File: config.mk
export PLATFORM = sky130hd
export DESIGN_NAME = fetch_dreg_flat
export DESIGN_NICKNAME = d
export VERILOG_FILES = /design/src/rtl/fetch_dreg_if.sv /design/src/rtl/fetch_dreg.sv /design/src/flat_wrapper.sv
export SDC_FILE = /design/constraint.sdc
export NUM_CORES = 1
export LEC_CHECK = 0
export CORE_AREA = 2 2 194 196
export DETAILED_ROUTE_END_ITERATION = 10
export DIE_AREA = 0 0 196 198
export GPL_TIMING_DRIVEN = 0
export HOLD_SLACK_MARGIN = 0.08
export PLACE_DENSITY = 0.71
export SETUP_SLACK_MARGIN = 0.02
export SYNTH_ARGS = -nofsm -noshare
export SYNTH_HDL_FRONTEND = slang
export SYNTH_SLANG_ARGS = --single-unit
File: constraint.sdc
create_clock -name clk -period 4.45 [get_ports clk]
set_clock_uncertainty 0.2 [all_clocks]
set_input_delay 0.445 -clock clk [delete_from_list [all_inputs] [get_ports clk]]
set_output_delay 0.445 -clock clk [all_outputs]
set_load 0.02 [all_outputs]
File: src/rtl/fetch_dreg_if.sv
// Instruction-memory port of the Y86-64 fetch stage: fetch address out, 10 raw bytes and an error flag back.
// Purely combinational; memory answers in the same cycle the address is presented.
interface fetch_dreg_if;
    logic [63:0] imem_addr;
    logic [79:0] imem_rdata;
    logic        imem_error;

    modport master (
        output imem_addr,
        input  imem_rdata,
        input  imem_error
    );

    modport slave (
        input  imem_addr,
        output imem_rdata,
        output imem_error
    );
endinterface

File: src/rtl/fetch_dreg.sv
// Y86-64 fetch stage with the F (predicted PC) and D pipeline registers.
// Latency: fields reach D_* one cycle after f_pc is presented; F_stall/D_stall hold, D_bubble injects a nop.
module fetch_dreg #(
    parameter logic [63:0] PC_RESET = 64'h0
) (
    input  logic        clk,
    input  logic        rst_n,
    input  logic        F_stall,
    input  logic        D_stall,
    input  logic        D_bubble,
    input  logic [3:0]  M_icode,
    input  logic        M_Cnd,
    input  logic [63:0] M_valA,
    input  logic [3:0]  W_icode,
    input  logic [63:0] W_valM,
    fetch_dreg_if.master imem,
    output logic [3:0]  D_icode,
    output logic [3:0]  D_ifun,
    output logic [3:0]  D_rA,
    output logic [3:0]  D_rB,
    output logic [63:0] D_valC,
    output logic [63:0] D_valP,
    output logic [2:0]  D_stat,
    output logic [63:0] F_predPC
);

    localparam logic [3:0] I_HALT  = 4'h0;
    localparam logic [3:0] I_NOP   = 4'h1;
    localparam logic [3:0] I_JXX   = 4'h7;
    localparam logic [3:0] I_CALL  = 4'h8;
    localparam logic [3:0] I_RET   = 4'h9;
    localparam logic [3:0] R_NONE  = 4'hF;

    localparam logic [2:0] S_AOK = 3'd1;
    localparam logic [2:0] S_HLT = 3'd2;
    localparam logic [2:0] S_ADR = 3'd3;
    localparam logic [2:0] S_INS = 3'd4;

    logic [63:0] r_predpc;
    logic [3:0]  r_icode;
    logic [3:0]  r_ifun;
    logic [3:0]  r_ra;
    logic [3:0]  r_rb;
    logic [63:0] r_valc;
    logic [63:0] r_valp;
    logic [2:0]  r_stat;

    logic [63:0] w_f_pc;
    logic [7:0]  w_byte0;
    logic [7:0]  w_byte1;
    logic [3:0]  w_icode;
    logic [3:0]  w_ifun;
    logic        w_instr_valid;
    logic        w_need_regids;
    logic        w_need_valc;
    logic [3:0]  w_ra;
    logic [3:0]  w_rb;
    logic [63:0] w_valc;
    logic [63:0] w_valp;
    logic [63:0] w_f_predpc;
    logic [2:0]  w_stat;

    // A mispredicted branch resolving in M outranks a ret completing in W.
    always_comb begin
        w_f_pc = r_predpc;
        if (M_icode == I_JXX && !M_Cnd) begin
            w_f_pc = M_valA;
        end else if (W_icode == I_RET) begin
            w_f_pc = W_valM;
        end
    end

    assign imem.imem_addr = w_f_pc;

    assign w_byte0 = imem.imem_rdata[7:0];
    assign w_byte1 = imem.imem_rdata[15:8];

    always_comb begin
        w_icode = w_byte0[7:4];
        w_ifun  = w_byte0[3:0];
        if (imem.imem_error) begin
            w_icode = I_NOP;
            w_ifun  = 4'h0;
        end
    end

    assign w_instr_valid = (w_icode <= 4'hB);

    always_comb begin
        w_need_regids = 1'b0;
        w_need_valc   = 1'b0;
        case (w_icode)
            4'h2, 4'h6, 4'hA, 4'hB: w_need_regids = 1'b1;
            4'h3, 4'h4, 4'h5: begin
                w_need_regids = 1'b1;
                w_need_valc   = 1'b1;
            end
            4'h7, 4'h8:             w_need_valc   = 1'b1;
            default: begin
                w_need_regids = 1'b0;
                w_need_valc   = 1'b0;
            end
        endcase
    end

    always_comb begin
        w_ra = R_NONE;
        w_rb = R_NONE;
        if (w_need_regids) begin
            w_ra = w_byte1[7:4];
            w_rb = w_byte1[3:0];
        end
    end

    // The constant word sits right after the register byte when there is one.
    always_comb begin
        w_valc = 64'h0;
        if (w_need_valc) begin
            w_valc = w_need_regids ? imem.imem_rdata[79:16] : imem.imem_rdata[71:8];
        end
    end

    assign w_valp = w_f_pc + 64'd1
                  + {63'h0, w_need_regids}
                  + (w_need_valc ? 64'd8 : 64'd0);

    assign w_f_predpc = (w_icode == I_JXX || w_icode == I_CALL) ? w_valc : w_valp;

    always_comb begin
        w_stat = S_AOK;
        if (imem.imem_error) begin
            w_stat = S_ADR;
        end else if (!w_instr_valid) begin
            w_stat = S_INS;
        end else if (w_icode == I_HALT) begin
            w_stat = S_HLT;
        end
    end

    always_ff @(posedge clk) begin
        if (!rst_n) begin
            r_predpc <= PC_RESET;
        end else if (!F_stall) begin
            r_predpc <= w_f_predpc;
        end
    end

    // Stall takes precedence over bubble; reset overrides both.
    always_ff @(posedge clk) begin
        if (!rst_n) begin
            r_icode <= I_NOP;
            r_ifun  <= 4'h0;
            r_ra    <= R_NONE;
            r_rb    <= R_NONE;
            r_valc  <= 64'h0;
            r_valp  <= 64'h0;
            r_stat  <= S_AOK;
        end else if (!D_stall) begin
            if (D_bubble) begin
                r_icode <= I_NOP;
                r_ifun  <= 4'h0;
                r_ra    <= R_NONE;
                r_rb    <= R_NONE;
                r_valc  <= 64'h0;
                r_valp  <= 64'h0;
                r_stat  <= S_AOK;
            end else begin
                r_icode <= w_icode;
                r_ifun  <= w_ifun;
                r_ra    <= w_ra;
                r_rb    <= w_rb;
                r_valc  <= w_valc;
                r_valp  <= w_valp;
                r_stat  <= w_stat;
            end
        end
    end

    assign F_predPC = r_predpc;
    assign D_icode  = r_icode;
    assign D_ifun   = r_ifun;
    assign D_rA     = r_ra;
    assign D_rB     = r_rb;
    assign D_valC   = r_valc;
    assign D_valP   = r_valp;
    assign D_stat   = r_stat;

endmodule

File: src/flat_wrapper.sv
// flat-port wrapper written by rule: the top's interface ports become plain ports
module fetch_dreg_flat 
#(
    parameter logic [63:0] PC_RESET = 64'h0
)
  (clk, rst_n, F_stall, D_stall, D_bubble, M_icode, M_Cnd, M_valA, W_icode, W_valM, D_icode, D_ifun, D_rA, D_rB, D_valC, D_valP, D_stat, F_predPC, imem_imem_addr, imem_imem_rdata, imem_imem_error);
  fetch_dreg_if imem_i ();
  input  logic clk;
  input  logic rst_n;
  input  logic F_stall;
  input  logic D_stall;
  input  logic D_bubble;
  input  logic [3:0] M_icode;
  input  logic M_Cnd;
  input  logic [63:0] M_valA;
  input  logic [3:0] W_icode;
  input  logic [63:0] W_valM;
  output logic [3:0] D_icode;
  output logic [3:0] D_ifun;
  output logic [3:0] D_rA;
  output logic [3:0] D_rB;
  output logic [63:0] D_valC;
  output logic [63:0] D_valP;
  output logic [2:0] D_stat;
  output logic [63:0] F_predPC;
  output wire logic [$bits(imem_i.imem_addr)-1:0] imem_imem_addr;
  input wire logic [$bits(imem_i.imem_rdata)-1:0] imem_imem_rdata;
  input wire logic [$bits(imem_i.imem_error)-1:0] imem_imem_error;
  assign imem_imem_addr = imem_i.imem_addr;
  assign imem_i.imem_rdata = imem_imem_rdata;
  assign imem_i.imem_error = imem_imem_error;
  fetch_dreg #(.PC_RESET(PC_RESET)) u_core (.clk(clk), .rst_n(rst_n), .F_stall(F_stall), .D_stall(D_stall), .D_bubble(D_bubble), .M_icode(M_icode), .M_Cnd(M_Cnd), .M_valA(M_valA), .W_icode(W_icode), .W_valM(W_valM), .imem(imem_i), .D_icode(D_icode), .D_ifun(D_ifun), .D_rA(D_rA), .D_rB(D_rB), .D_valC(D_valC), .D_valP(D_valP), .D_stat(D_stat), .F_predPC(F_predPC));
endmodule
==> results.cfg <==
[floorplanning]
pin_count = 498
initial_core_util = 0.3217
core_area_sq_um = 36960
die_y_microns = 198
die_w_microns = 196
die_area_sq_um = 38810
rows = 71

[layout]
finalInstanceArea_sq_um = 18780
nNetsFinal = 2356
post_route_cells_drive_above_1_share = 0.08108
syn2layout_area_growth_pct = 57.96

[cts]
clock-sinks = 211
cts_tree = yes
cts-root-buf = clkbuf_16
max-clock-path-buffers = 3
cts_buffers = 25
htreeDepth = 1
ctsHoldBuffers = 0
clk_latency_ns = 0.57
clkTransAtPathRegs_ns = 0.06

[yosys]
synth_common_cells = nand2_1, dfxtp_1, nor2_1
synthFlopType = dfxtp_1
synth-edff-count = 0
async_flop_share = 0
netlist_instances = 1598
ys_ff_latch = 211
synth_top_cell_by_area = dfxtp_1
synth_area_sq_um = 11890
synthDistinctLibCells = 67
syn_avg_cell_area_sq_um = 7.440
synth.most_common_cell = nand2_1
ys_seq_area_frac = 0.3553
synth_nets = 1825
synth.top_cell.area_share = 0.3553
yosys_warnings = 0
synth_area_leaders = dfxtp_1, nand2_1, nor2_1

[worst_setup_path]
cp-end-kind = output pin
worstPathCellList = clkdlybuf4s50_1, nand4b_4, or2_1, buf_6, buf_12, buf_6, buf_2, buf_2, nor2_1, a31oi_1, clkdlybuf4s50_1
arrival_ns = 3.76
cpPeakStageDelay_ns = 0.72
cp-start-kind = input port
required_ns = 3.81
crit_slowest_cell = clkdlybuf4s50_1
path_class = input port to output pin
worst_r2r_startpoint = u_core.F_predPC[18]
startpoint = M_icode[3]
path_max_fanout = 19

[timing]
setup_viol = 0
tns_ns = 0
finalHoldViolations = 0
post-route-period-util = 0.9900
clock.fmax_ghz = 0.2270
post-route-min-period_ns = 4.405
rsz0062_at_grt = no
worstMarginPinSlew_ns = 1.380
slew_headroom = 0.07677
drv_slew = 0

[placed_design]
gp_congestion = 0.9721
dpl_cell_area_sq_um = 17430
dp_hpwl_microns = 60310
io_buffers = 492

[min_path]
holdCritStartpoint = imem_imem_rdata[6]
hold_class = input port to flop

[grt]
grt_pass1_vias = 14460
antenna_found_initial = 3
grt_overflow_total = 0
grt_pass1_wl_microns = 102900
grt.total_usage = 0.3631
grt_start_max_net_pins = 29

[detailed_routing]
routed_wl_microns = 73780
drt_pass1_iterations = 6
wl_per_cell_microns = 28.13
drc_errors = 0
postRouteAntennaNets = 0
via_count = 15300
routed_via_density = 5.833
drt-initial-drc-count = 1736

[power_and_ir_drop]
power.share.switching = 0.3172
power_leakage_nw = 7.057
power.sequential.fraction = 0.377
p_per_area_nw_per_um2 = 282.4
vdd_ir_drop_max_v = 0.0002801
pwr-share-comb = 0.227
power_frac_clock = 0.395
p_int_mw = 3.622
switchingPower_mw = 1.682

[status]
status = finished clean

[flow_run]
max-cap-violations = 0
-- cell families (layout without fill, tap and decap cells) --
family / Yosys count / after routing / share of synthesized area
and+or+nand+nor: 706 / 706 / 0.2671
AOI/OAI and AO/OA: 412 / 412 / 0.2321
DFF: 211 / 211 / 0.3553
buffers and inverters: 157 / 705 / 0.05525
xor gates and xnor gates: 59 / 59 / 0.04346
muxes: 49 / 49 / 0.04262
adders and majority gates: 4 / 4 / 0.004210
other: 0 / 3 / 0
-- worst max-delay path, delay by kind of cell --
kind / cells / cell delay, ns
buffers and inverters: 7 / 2.46
AO/OA/AOI/OAI: 1 / 0.47
AND/OR/NAND/NOR: 3 / 0.37
-- cell usage in the layout (no fill, tap or decap), types with 22 or more instances in the layout --
cell type,n
clkbuf_16,26
clkdlybuf4s50_1,491
clkbuf_1,91
xnor2_1,32
a31oi_1,47
a22o_1,34
o21ai_0,51
nor3_1,46
nand3_1,29
inv_1,24
buf_4,22
mux2i_1,36
nor4_1,23
dfxtp_1,211
nor2_1,193
a22oi_1,83
nand2_1,330
a21oi_1,104
-- worst paths after layout --
path | slack, ns | cells past startpoint | endpoint
hold / removal | 0.20 | 3 | u_core.D_icode[2]
hold reg to reg | 0.25 | 2 | u_core.D_valP[61]
setup / recovery | 0.04 | 11 | imem_imem_addr[20]
setup reg to reg | 1.00 | 8 | u_core.F_predPC[36]
-- per-layer routing --
metal	share of wire	routed length [microns]	GRT usage	up-vias
met5	0	0	0	-
met4	0.043	3174	0.1453	0
met3	0.11	8320	0.08636	172
met2	0.45	33070	0.5901	1095
met1	0.40	29220	0.4643	7294
li1	-	-	-	6739
-- repair_timing --
action / in CTS / in global routing
endpoints found under the setup margin: 159 / 71
setup buffers: 10 / 9
resized for setup: 72 / 29
pin swaps: 7 / 7
-- state kept, by name (all words and copies together), names as in the netlist --
signal,cells
u_core.D_valP,64
u_core.D_rB,4
u_core.F_predPC,64
u_core.D_ifun,4
u_core.D_stat,3
u_core.D_rA,4
u_core.D_valC,64
u_core.D_icode,4
-- through the flow --
stage	hold slack [ns]	setup WS, ns	utilization	cells	power [mW]
floorplan	0.3374	0.02896	-	1598	2.512
global placement	0.2371	-2.491	0.4714	2564	3.177
detailed placement	0.2494	-2.388	0.4716	2564	3.181
CTS	0.1494	0.02058	0.5038	2612	5.262
global route	0.2146	0.0009166	0.5082	2623	5.414
finish	0.1963	0.04462	0.5082	2623	5.304
-- cell type report --
class                      instances  area (sq um)
inverter                          24         90.09
timing repair buffer             511          5066
antenna                            3         7.507
clock inverter                    11         113.9
buffer                           126         684.4
multi-input combinational       1230          7295
tap                              474         593.1
sequential                       211          4224
clock buffer                      33         705.7
fill                            3580         18180
-- power by group through the flow --
stage / logic (mW) / clock network, mW / registers (mW)
after floorplan: 0.444 / 0 / 2.07
after global placement: 1.14 / 0 / 2.04
after detailed placement: 1.14 / 0 / 2.04
after CTS: 1.17 / 2.10 / 2.00
after global routing: 1.25 / 2.16 / 2.00
final: 1.21 / 2.10 / 2.00
(Power assumes the default switching activity.)
